[src/rtl/avalon_master_sequencer.sv]
// avalon_master_sequencer: valid/ready command stream to Avalon-MM initiator, one transaction in flight; read timeout enabled by AVALON_MASTER_TIMEOUT_EN
module avalon_master_sequencer #(
  parameter int ADDRWIDTH = 2,
  parameter int DATAWIDTH = 32,
  parameter int TIMEOUT = 64
) (
  input  logic                 clk,
  input  logic                 reset,
  input  logic                 cmd_valid,
  output logic                 cmd_ready,
  input  logic                 cmd_write,
  input  logic [ADDRWIDTH-1:0] cmd_address,
  input  logic [DATAWIDTH-1:0] cmd_data,
  output logic                 read,
  output logic                 write,
  output logic [ADDRWIDTH-1:0] address,
  output logic [DATAWIDTH-1:0] data_out,
  input  logic                 read_valid,
  input  logic [DATAWIDTH-1:0] data_in,
  output logic                 rsp_valid,
  input  logic                 rsp_ready,
  output logic [DATAWIDTH-1:0] rsp_data,
  output logic                 rsp_error,
  output logic                 busy
);
  typedef enum logic [2:0] {IDLE, WRITE, READ, WAIT, RESP} state_t;
  state_t state;
  logic expired;
  assign cmd_ready = state == IDLE;
  assign busy = state != IDLE;
`ifdef AVALON_MASTER_TIMEOUT_EN
  localparam int CW = $clog2(TIMEOUT + 1);
  logic [CW-1:0] count;
  assign expired = count == CW'(TIMEOUT - 1);
  // Wait-cycle counter is held at zero outside WAIT so it starts cleared on entry; error flag tracks the last read outcome
  always_ff @(posedge clk)
    if (reset) begin
      count <= '0;
      rsp_error <= 1'b0;
    end else begin
      count <= state == WAIT ? count + 1'b1 : '0;
      if (state == WAIT && (read_valid || expired)) rsp_error <= !read_valid;
    end
`else
  logic [31:0] unused_timeout;
  assign unused_timeout = 32'(TIMEOUT);
  assign expired = 1'b0;
  assign rsp_error = 1'b0;
`endif
  // Transaction sequencer with registered bus strobes and response
  always_ff @(posedge clk)
    if (reset) begin
      state <= IDLE;
      read <= 1'b0;
      write <= 1'b0;
      address <= '0;
      data_out <= '0;
      rsp_valid <= 1'b0;
      rsp_data <= '0;
    end else
      case (state)
        IDLE:
          if (cmd_valid) begin
            address <= cmd_address;
            data_out <= cmd_data;
            write <= cmd_write;
            read <= !cmd_write;
            state <= cmd_write ? WRITE : READ;
          end
        WRITE: begin
          write <= 1'b0;
          state <= IDLE;
        end
        READ: begin
          read <= 1'b0;
          state <= WAIT;
        end
        WAIT:
          if (read_valid || expired) begin
            rsp_data <= read_valid ? data_in : '0;
            rsp_valid <= 1'b1;
            state <= RESP;
          end
        RESP:
          if (rsp_ready) begin
            rsp_valid <= 1'b0;
            state <= IDLE;
          end
        default: state <= IDLE;
      endcase
endmodule

[config.mk]
export PLATFORM = sky130hd
export DESIGN_NAME = avalon_master_sequencer
export DESIGN_NICKNAME = d
export VERILOG_FILES = /design/src/rtl/avalon_master_sequencer.sv
export SDC_FILE = /design/constraint.sdc
export NUM_CORES = 1
export LEC_CHECK = 0
export ABC_AREA = 0
export BUFFER_PORTS_ARGS = -buffer_cell sky130_fd_sc_hd__buf_2
export CAP_MARGIN = 40
export CORE_MARGIN = 4
export CORE_UTILIZATION = 37
export DETAILED_ROUTE_END_ITERATION = 12
export GPL_TIMING_DRIVEN = 0
export PLACE_DENSITY = 0.8
export SLEW_MARGIN = 0
export SYNTH_ARGS = -nofsm -noshare
export SYNTH_HDL_FRONTEND = slang
export SYNTH_SLANG_ARGS = --single-unit
[constraint.sdc]
create_clock -name clk -period 2 [get_ports clk]
set_clock_uncertainty 0.15 [all_clocks]
set_input_delay 0.2 -clock clk [delete_from_list [all_inputs] [get_ports clk]]
set_output_delay 0.2 -clock clk [all_outputs]
set_load 0.01 [all_outputs]
==> results.toml <==
[synth]
synth-warning-count = 0
synth-edff-count = 0
yosysMostFrequentCell = "nand2_1"
ys_seq_area_share_pct = 54.39
syn_inst = 329
synth_top_flop_cell = "dfxtp_1"
yosys-top-cells-area = "dfxtp_1, nand2_1, a21oi_1"
synth.largest_area_cell = "dfxtp_1"
syn_nets = 401
netlist_area_um2 = 2650
synth_cell_types = 32
yosysTopAreaCellShare_pct = 54.39
syn_avg_cell_area_um2 = 8.055
async_flop_share_pct = 0
synth_common_cells = "nand2_1, dfxtp_1, a21oi_1"
ys_ff_latch = 72

[critical_path]
path_cells = "buf_2 -> nor4b_4 -> buf_6 -> nand2_1 -> a21oi_1"
cp_slowest_cell = "nor4b_4"
cp-end-kind = "flop"
setup.worst_path.start_class = "flop"
worst_ep_arrival_time_ps = 1890
r2r_setup_slack_ps = 230
critPathMaxFanout = 10
max_stage_delay_ps = 600
worstSetupPathType = "reg -> reg"
cp.required_ps = 2110

[floorplanning]
dieArea_um2 = 8580
rows = 30
die_w_um = 92.63
ios = 144
coreArea_um2 = 6869
die_h_um = 92.63
initial_core_util_pct = 38.58

[power]
clkPwrFrac_pct = 35.9
swShare_pct = 27.37
comb_power_share_pct = 22.3
power.density_nw_per_um2 = 885.8
p_seq_share_pct = 41.7
peakVddDrop_mv = 0.4819
p_sw_uw = 1062
p_int_uw = 2819
p_total_uw = 3881
leakage_uw = 0.001990

[timing]
fmax_mhz = 563.6
setup_viol = 0
tightest_slew_ps = 669.4
totalNegativeSetupSlack_ps = 0
rsz0062_at_grt = "false"
hold_viol = 0
slew_viol_final = 0
fin_crit_ps = 1774
slew_headroom_pct = 55.19
period_share_pct = 88.72

[placed_design]
post-dp-hpwl_um = 5592
place.gp.congestion = 0.7632
placedCellCount = 566
io_buffers = 141

[drt]
via_count = 3038
routed_via_density = 4.688
drt_first_iter_violations = 74
drc_errors = 0
routed_wl_um = 8972
ant_nets = 0
wl_per_cell_um = 13.85
drt_first_pass_iters = 4

[final_layout]
stdcell_count = 648
fin_nets = 619
synthToLayoutAreaGrowth_pct = 65.34
nFillCells = 583
drive_above_1_share_pct = 30.98
diodes = 0

[clock_network]
cts_buffer_depth = 2
cts_root_buffer = "clkbuf_8"
cts_buffers = 9
clock_sinks = 72
clk_latency_ps = 330
htreeDepth = 3
cts_tree = "done"
clkTransAtPathRegs_ps = 80

[min_path]
hold_class = "in -> reg"

[global_route]
first_global_vias = 3204
antenna_found_initial = 0
grt_pass1_wl_um = 14630
grt_max_degree = 13
grt.overflow.total = 0
grt_usage_pct = 21.40

[run_status]
status = "finished clean"

[job]
maxCapViolations = 0
## logic make-up after synthesis
| logic type | synth area share [%] |
|---|---|
| DFF | 54.39 |
| other | 0.1415 |
| AOI/OAI and AO/OA | 15.68 |
| and+or+nand+nor | 23.89 |
| buffers and inverters | 5.901 |
## registers in the layout (all words and copies together) (netlist names)
name       cells
rsp_data      32
address        2
write          1
data_out      32
rsp_valid      1
state          3
read           1
## worst max-delay path, delay by kind of cell (launching register included)
kind            cells  cell delay, ps
buf+inv             2             430
flops               1             340
compound gates      1             130
simple gates        2             660
## power groups by stage
stage               Combinational, uW  Clock [uW]  Sequential, uW
global route                      953        1510            1630
global placement                  737           0            1640
detailed placement                757           0            1650
CTS                               857        1430            1620
floorplan                         410           0            1700
finish                            866        1390            1620
## through the flow
step           setup WS, ps  hold WS [ps]  area (um2)  utilization, %
2_1_floorplan         454.0         186.0        2650               -
3_3_place_gp          283.6         289.7        3476           50.60
3_5_place_dp          266.3         295.5        3476           50.60
4_1_cts               247.5         37.06        4382           63.79
5_1_grt               105.3         57.70        4382           63.79
6_report              225.6         65.13        4382           63.79
## area by class of cell
| type | instances | area (um2) | area share (%) |
|---|---|---|---|
| clock inverter | 5 | 103.9 | 2.370 |
| inverter | 3 | 11.26 | 0.2570 |
| buffer | 26 | 145.1 | 3.312 |
| multi-input combinational | 228 | 1052 | 24.01 |
| clock buffer | 11 | 141.4 | 3.227 |
| tap | 96 | 120.1 | 2.741 |
| sequential | 72 | 1441 | 32.90 |
| timing repair buffer | 207 | 1366 | 31.18 |
## cell usage in the layout, fill, tap and decap left out, drive strengths merged, types with 3 or more instances in the layout
cell type / count
buf: 153
nor2: 3
a21oi: 68
dlygate4sd3: 66
nor3: 4
bufinv: 3
nand2: 132
dfxtp: 72
clkbuf: 25
inv: 3
## layer usage
layer	global-route usage [%]	wire, um	vias up
li1	-	-	1508
met1	21.11	3354	1399
met2	41.21	4893	104
met3	3.981	457	27
met4	12.33	267	0
met5	0	0	-
## path summary, 6_finish.rpt
| check | startpoint | endpoint | cells past startpoint |
|---|---|---|---|
| max | state[1] | data_out[11] | 5 |
| min | cmd_write | state[1] | 3 |
| max reg2reg | state[1] | data_out[11] | 5 |
| min reg2reg | rsp_data[14] | rsp_data[14] | 2 |
## what timing repair did
item                                   CTS  global route
endpoints found under the hold margin   66             0
gates resized for setup                  0             0
buffers inserted                         0             0
hold buffers                            66             0
(Power assumes the default switching activity.)
